===== config.mk =====
export PLATFORM = sky130hd
export DESIGN_NAME = seq_pattern_tx
export DESIGN_NICKNAME = d
export VERILOG_FILES = /design/src/rtl/seq_pattern_tx.sv
export SDC_FILE = /design/constraint.sdc
export NUM_CORES = 1
export LEC_CHECK = 0
export ABC_AREA = 1
export BUFFER_PORTS_ARGS = -buffer_cell sky130_fd_sc_hd__buf_2
export CAP_MARGIN = 20
export CORE_ASPECT_RATIO = 1.25
export CORE_UTILIZATION = 40
export DETAILED_ROUTE_END_ITERATION = 7
export HOLD_SLACK_MARGIN = 0.06
export PLACE_DENSITY = 0.59
export SYNTH_ARGS = -nofsm -noshare
export SYNTH_HDL_FRONTEND = slang
export SYNTH_SLANG_ARGS = --single-unit

===== constraint.sdc =====
create_clock -name CLK -period 2.11 [get_ports CLK]
set_input_delay 0 -clock CLK [delete_from_list [all_inputs] [get_ports CLK]]
set_output_delay 0 -clock CLK [all_outputs]
set_load 0.03 [all_outputs]

===== src/rtl/seq_pattern_tx.sv =====
// Serial pattern transmitter: loads a pattern, shifts it out MSB-first with
// optional repeats separated by idle gaps, and signals completion with a DONE pulse.
module seq_pattern_tx #(
  parameter int   WIDTH    = 8,
  parameter int   LEN_W    = 4,
  parameter int   CNT_W    = 4,
  parameter int   GAP      = 2,
  parameter logic IDLE_LVL = 1'b0
) (
  input  logic             CLK,
  input  logic             RST,
  input  logic             START,
  input  logic [WIDTH-1:0] PATTERN,
  input  logic [LEN_W-1:0] LEN,
  input  logic [CNT_W-1:0] REPEAT,
  input  logic             ABORT,
  output logic             X_OUT,
  output logic             X_VALID,
  output logic             BUSY,
  output logic             DONE
);

  localparam int IDX_W = (WIDTH > 1) ? $clog2(WIDTH) : 1;
  localparam int GAP_W = (GAP > 1) ? $clog2(GAP) : 1;
  localparam logic [GAP_W-1:0] GAP_LAST = GAP_W'((GAP > 0) ? GAP - 1 : 0);

  typedef enum logic [1:0] {IDLE, SHIFT, GAPW, DONE_S} state_t;

  state_t           state, state_n;
  logic [WIDTH-1:0] pat_q, pat_n;
  logic [IDX_W-1:0] top_q, top_n, idx_q, idx_n;
  logic [CNT_W-1:0] rep_q, rep_n;
  logic [GAP_W-1:0] gap_q, gap_n;
  logic [LEN_W-1:0] len_eff;
  logic [IDX_W-1:0] top_in;
  logic             x_d, valid_d, busy_d, done_d;

  // Out-of-range or zero length falls back to the full register width.
  always_comb begin
    len_eff = LEN;
    if (LEN == '0 || LEN > LEN_W'(WIDTH)) len_eff = LEN_W'(WIDTH);
    top_in = IDX_W'(len_eff - LEN_W'(1));
  end

  always_ff @(posedge CLK or posedge RST) begin
    if (RST) begin
      state <= IDLE;
      pat_q <= '0;
      top_q <= '0;
      idx_q <= '0;
      rep_q <= '0;
      gap_q <= '0;
    end else begin
      state <= state_n;
      pat_q <= pat_n;
      top_q <= top_n;
      idx_q <= idx_n;
      rep_q <= rep_n;
      gap_q <= gap_n;
    end
  end

  always_comb begin
    state_n = state;
    pat_n   = pat_q;
    top_n   = top_q;
    idx_n   = idx_q;
    rep_n   = rep_q;
    gap_n   = gap_q;
    case (state)
      IDLE: if (START) begin
        state_n = SHIFT;
        pat_n   = PATTERN;
        top_n   = top_in;
        idx_n   = top_in;
        rep_n   = REPEAT;
      end
      SHIFT: begin
        if (idx_q != '0) begin
          idx_n = idx_q - IDX_W'(1);
        end else if (rep_q != '0) begin
          if (GAP > 0) begin
            state_n = GAPW;
            gap_n   = GAP_LAST;
          end else begin
            idx_n = top_q;
            rep_n = rep_q - CNT_W'(1);
          end
        end else begin
          state_n = DONE_S;
        end
      end
      GAPW: begin
        if (gap_q == '0) begin
          state_n = SHIFT;
          idx_n   = top_q;
          rep_n   = rep_q - CNT_W'(1);
        end else begin
          gap_n = gap_q - GAP_W'(1);
        end
      end
      DONE_S:  state_n = IDLE;
      default: state_n = IDLE;
    endcase
    if (ABORT && state != IDLE) begin
      state_n = IDLE;
      pat_n   = '0;
      top_n   = '0;
      idx_n   = '0;
      rep_n   = '0;
      gap_n   = '0;
    end
  end

  // Outputs are decoded from the upcoming state so they register in step with it.
  always_comb begin
    x_d     = IDLE_LVL;
    valid_d = 1'b0;
    busy_d  = 1'b0;
    done_d  = 1'b0;
    case (state_n)
      SHIFT: begin
        x_d     = pat_n[idx_n];
        valid_d = 1'b1;
        busy_d  = 1'b1;
      end
      GAPW:    busy_d = 1'b1;
      DONE_S:  done_d = 1'b1;
      default: ;
    endcase
  end

  always_ff @(posedge CLK or posedge RST) begin
    if (RST) begin
      X_OUT   <= IDLE_LVL;
      X_VALID <= 1'b0;
      BUSY    <= 1'b0;
      DONE    <= 1'b0;
    end else begin
      X_OUT   <= x_d;
      X_VALID <= valid_d;
      BUSY    <= busy_d;
      DONE    <= done_d;
    end
  end

endmodule


==> flow_summary.toml, run 1 <==
[sta]
worstMarginPinSlew_ns = 0.411
maxSlewViolCount = 0
maxSlewHeadroom_pct = 72.6
fin_crit_sh_pct = 90.9
fin_hold_ws_ns = 0.0652
fmax_mhz = 522
finalSetupViolations = 0
hold_viol = 0
fin_skew_ns = 0.00505
rsz0062_at_grt = "false"
setup_ws_ns = 0.193
tns_ns = 0
fin_crit_ns = 1.92

[logic_synthesis]
synth_cell_types = 28
synth.yosys.seq_area_share_pct = 43.7
synth_seq_cells = 25
netlist_area_um2 = 1430
avgSynthCellArea_um2 = 8.27
synth_nets = 199
synth_top_cell_by_area = "dfrtp_1"
synth_area_leaders = "dfrtp_1 (44%), nand2_1 (9.7%), inv_1 (7.1%), ha_1 (5.2%), nand3_1 (4.5%)"
synth_top_area_share_pct = 43.7
yosysWarnings = 0
synthCells = 173

[routing]
drtPass1Iterations = 4
drt_wl_total_mm = 3.17
vias = 1244
drtIter0Drc = 42
remaining_drc_errors = 0
ant_nets = 0
vias_per_cell = 5.04
routedWlPerCell_um = 12.9

[power_and_ir_drop]
power_mw = 2.58
ir_drop_uv = 767
p_per_area_nw_per_um2 = 1490
p_leak_nw = 0.967

[die]
die_width_um = 55.5
coreArea_um2 = 3310
num_rows = 23
die_y_um = 68.9
ios = 24
fp.dieArea_um2 = 3820
initial_core_util_pct = 43.3

[setup_path]
critPathCaptureType = "flip-flop"
cp.required_ns = 2.28
rr_worst_depth = 10
r2r_start = "idx_q[0]"
worst_setup_path_start_kind = "flip-flop"
worstPathArrival_ns = 2.09
rr_endpoint = "X_OUT"
rrSetupSlack_ns = 0.19
critical_path_class = "flip-flop to flip-flop"
crit_fanout = 4

[placement]
place_ws_ns = 0.240
place.detailed.hpwl_mm = 2.51
port_buffers = 23
gp_congestion = 0.842

[clocking]
cts_tree = "yes"
htreeDepth = 1
cts_resized = 0
clkTransAtPathRegs_ns = 0.09
postCtsSetupBuffers = 0
clock_path_buffers = 2
cts-root-buf = "clkbuf_8"
cts_made_buffers = 3
clock_latency_ns = 0.27
clock_sinks = 25

[finish]
drive_gt1_share_pct = 23.8
final_common_cell = "nand2_1"
n_antenna_cell = 0
nets = 237
post-route-util_pct = 52.4
area_growth_pct = 21.2
final_cell_mix = "nand2_1 (37), inv_1 (27), dfrtp_1 (25)"

[global_route]
grtUsageTotal_pct = 18.9
grt_overflow = 0
grt_max_degree = 26
antenna_found_initial = 0
grt_pass1_vias = 1288
grt_first_pass_wirelength_mm = 5.44

[min_path]
hold_path_class = "input pin to flip-flop"
worstHoldStart = "START"
hold_end = "top_q[0]"
worstHoldPathCells = 3

[run]
maxCapViolations = 0

[outcome]
status = "finished clean"
[kinds of logic (layout without fill, tap and decap cells)]
| group | after synthesis | after routing | synth area share (%) |
|---|---|---|---|
| and+or+nand+nor | 81 | 81 | 28.8 |
| DFF | 25 | 25 | 43.7 |
| AOI/OAI and AO/OA | 29 | 29 | 12.7 |
| buffers and inverters | 32 | 69 | 9.53 |
| adders and majority gates | 6 | 6 | 5.24 |
[metrics by stage]
stage | cells | area, µm²
2_1_floorplan | 173 | 1430
3_3_place_gp | 234 | 1600
3_5_place_dp | 234 | 1600
4_1_cts | 247 | 1740
5_1_grt | 247 | 1740
6_report | 247 | 1740
[layout make-up]
class | count | area (µm²)
Inverter | 31 | 125
Timing Repair Buffer | 34 | 220
Fill cell | 312 | 1570
Sequential cell | 25 | 626
Tap cell | 37 | 46.3
Multi-Input combinational cell | 116 | 669
Clock inverter | 1 | 7.51
Clock buffer | 3 | 41.3
[layer usage]
metal / up-vias / wire [µm] / global-route usage [%] / share of wire, %
met3: 8 / 80 / 2.43 / 2.5
met4: 0 / 94 / 11.9 / 3.0
met1: 578 / 1300 / 20.0 / 41
met2: 23 / 1700 / 36.0 / 53
met5: - / 0 / 0 / 0
li1: 635 / - / - / -
[cells in the mapped netlist]
master / count
o2111ai_1: 1
clkinv_2: 1
nor3_1: 1
a31oi_2: 1
o22ai_1: 4
buf_6: 1
ha_1: 6
a22o_2: 1
nand2_2: 6
inv_8: 1
nand3b_2: 1
inv_2: 2
o21ai_0: 7
nand4_1: 1
a21oi_1: 8
dfrtp_1: 25
nor2_8: 1
o211a_1: 1
nand3_1: 13
a22oi_1: 3
nand2_1: 37
o211ai_1: 1
nand3_2: 2
inv_1: 27
o21ai_1: 2
nor2_4: 3
nor2_1: 14
nand2_4: 2
[worst max-delay path: stages (launching register included)]
cell and delay, ns:
dfrtp_1 0.40, inv_1 0.16, ha_1 0.19, inv_1 0.05, nor2_1 0.16, nand2_2 0.10, a21oi_1 0.34, inv_1 0.08
ha_1 0.22, nand2_1 0.08, nor2_1 0.04
[repair_timing]
item	4_1_cts	5_1_grt
hold buffers	9	0
endpoints found under the setup margin	0	0
endpoints found under the hold margin	33	0
[state kept, by name (all words and copies together) (netlist names)]
| register | count |
|---|---|
| X_OUT | 1 |
| X_VALID | 1 |
| idx_q | 3 |
| DONE | 1 |
| state | 2 |
| BUSY | 1 |
| pat_q | 8 |
| gap_q | 1 |
| top_q | 3 |
| rep_q | 4 |
[power breakdown]
part	total [mW]	internal (mW)	leakage (nW)	switching, mW
clock	0.293	0.134	0.0217	0.159
combinational	1.46	0.513	0.627	0.944
sequential	0.828	0.691	0.318	0.137
total	2.58	1.34	0.967	1.24
[how the worst max path moves through the flow]
| stage | from | endpoint | slack (ns) | cells after the start |
|---|---|---|---|---|
| floorplan | idx_q[0] | BUSY | 0.53 | 9 |
| finish | idx_q[0] | X_OUT | 0.19 | 10 |
| global placement | idx_q[0] | X_OUT | 0.26 | 10 |
| CTS | idx_q[0] | X_OUT | 0.21 | 10 |
| global route | idx_q[0] | X_OUT | 0.03 | 10 |
| detailed placement | idx_q[0] | X_OUT | 0.24 | 10 |
(Power assumes the default switching activity.)
==> run 2: changes to the inputs <==
MAX_ROUTING_LAYER = met4   (was unset)
PLACE_DENSITY = 0.58   (was 0.59)
==> run 2 against run 1 <==
Effect of this change: non-clock buffer count grew 1; via count fell by 2.2%; wire length down 2.3%; cell count up 0.40%; setup slack better by 0.032 ns; critical path depth unchanged; die area did not move; largest power group unchanged.
==> flow_summary.toml, run 2 (same netlist as run 1, synthesis figures left out) <==
[outcome]
status = "finished clean"

[sta]
hold_viol = 0
maxSlewHeadroom_pct = 71.8
fin_crit_ns = 1.89
finalSetupViolations = 0
fin_crit_sh_pct = 89.4
tns_ns = 0
fin_skew_ns = 0.00607
maxSlewViolCount = 0
fmax_mhz = 530
rsz0062_at_grt = "false"
worstMarginPinSlew_ns = 0.423

[run]
maxCapViolations = 0

[finish]
largest_reg_flops = 8
drive_gt1_share_pct = 23.7
final_cell_mix = "nand2_1 (37), inv_1 (27), dfrtp_1 (25)"
final_common_cell = "nand2_1"
nets = 238
fill_cells = 314
reg_top3 = "pat_q x8, rep_q x4"
regMostFlops = "pat_q"
area_growth_pct = 21.9
final-instance-count-excl-fill = 248
n_antenna_cell = 0

[setup_path]
rr_worst_depth = 10
worstPathArrival_ns = 2.05
critical_path_class = "flip-flop to flip-flop"
r2r_start = "idx_q[0]"
path_common_cell = "inv_1"
cp.required_ns = 2.27
slowest_stage = "dfrtp_1"
crit_fanout = 4
worst_setup_path_start_kind = "flip-flop"
crit_path_max_incr_delay_ns = 0.39
cp_num_buf_inv = 3
critPathCaptureType = "flip-flop"
path_cells = "inv_1, ha_1, inv_1, nor2_1, nand2_2, a21oi_1, inv_1, ha_1, nand2_1, nor2_1"
critPathTopFamily = "flip-flops"
rrSetupSlack_ns = 0.22
rr_endpoint = "X_OUT"

[clocking]
clock_sinks = 25
cts_made_buffers = 3
postCtsSetupBuffers = 0
clkTransAtPathRegs_ns = 0.09
clock_latency_ns = 0.27
cts-root-buf = "clkbuf_8"
cts_resized = 0
clock_path_buffers = 2
cts_tree = "yes"
htreeDepth = 1

[min_path]
worstHoldPathCells = 3
hold_end = "rep_q[0]"
worstHoldStart = "REPEAT[0]"
hold_path_class = "input pin to flip-flop"

[die]
die_width_um = 55.5
num_rows = 23
fp.dieArea_um2 = 3820
initial_core_util_pct = 43.3
die_y_um = 68.9
ios = 24
coreArea_um2 = 3310

[routing]
drtIter0Drc = 62
ant_nets = 0
vias_per_cell = 4.91
remaining_drc_errors = 0
routedWlPerCell_um = 12.5
drtPass1Iterations = 4
vias = 1217
drt_wl_total_mm = 3.10

[power_and_ir_drop]
ir_drop_uv = 724
p_leak_nw = 0.971
p_per_area_nw_per_um2 = 1470

[global_route]
grt_overflow = 0
grtUsageTotal_pct = 18.8
antenna_found_initial = 0
grt_max_degree = 26
grt_first_pass_wirelength_mm = 5.31
grt_pass1_vias = 1228

[placement]
port_buffers = 23
place_inst = 234
place.detailed.hpwl_mm = 2.46
gp_congestion = 0.878
[run 2: cell type report]
cell class                      count  area, µm²  share of cell area (%)
Clock buffer                        3       41.3                    2.37
Clock inverter                      1       7.51                   0.430
Inverter                           31        125                    7.17
Multi-Input combinational cell    116        669                    38.4
Sequential cell                    25        626                    35.8
Tap cell                           37       46.3                    2.65
Timing Repair Buffer               35        230                    13.2
[run 2: worst max path at each step]
stage	start	endpoint	slack [ns]	depth (start not counted)
floorplan	idx_q[0]	BUSY	0.53	9
global placement	idx_q[0]	X_OUT	0.25	10
detailed placement	idx_q[0]	X_OUT	0.24	10
CTS	idx_q[0]	X_OUT	0.22	10
global route	idx_q[0]	X_OUT	0.06	10
finish	idx_q[0]	X_OUT	0.22	10
[run 2: report_power, final]
part	leakage (nW)	internal, mW	switching (mW)
combinational	0.631	0.512	0.937
clock	0.0217	0.134	0.151
sequential	0.318	0.691	0.138
[run 2: stage by stage]
step	instance area [µm²]	hold WS (ns)	setup WS (ns)	util, %	power [mW]
6_report	1750	0.0663	0.225	52.7	2.56
5_1_grt	1750	0.0749	0.0638	52.7	2.82
4_1_cts	1750	0.0602	0.219	52.7	2.59
3_5_place_dp	1600	0.0703	0.242	48.2	2.28
3_3_place_gp	1600	0.0653	0.247	48.2	2.26
2_1_floorplan	1430	0.0273	0.529	-	1.94
[run 2: repair_timing]
item	4_1_cts	5_1_grt
endpoints found under the setup margin	0	0
hold endpoints to repair	34	0
hold buffers	10	0
[run 2: metal layers]
layer  global-route usage [%]  routed length, µm
met2                     35.8               1680
met4                     5.63                 33
met5                        -                  0
met1                     20.7               1310
met3                     2.43                 80
[run 2: tightest hold or removal path, cell delays in order]
cell,delay [ns]
buf_2,0.07
o21ai_0,0.08
o22ai_1,0.13
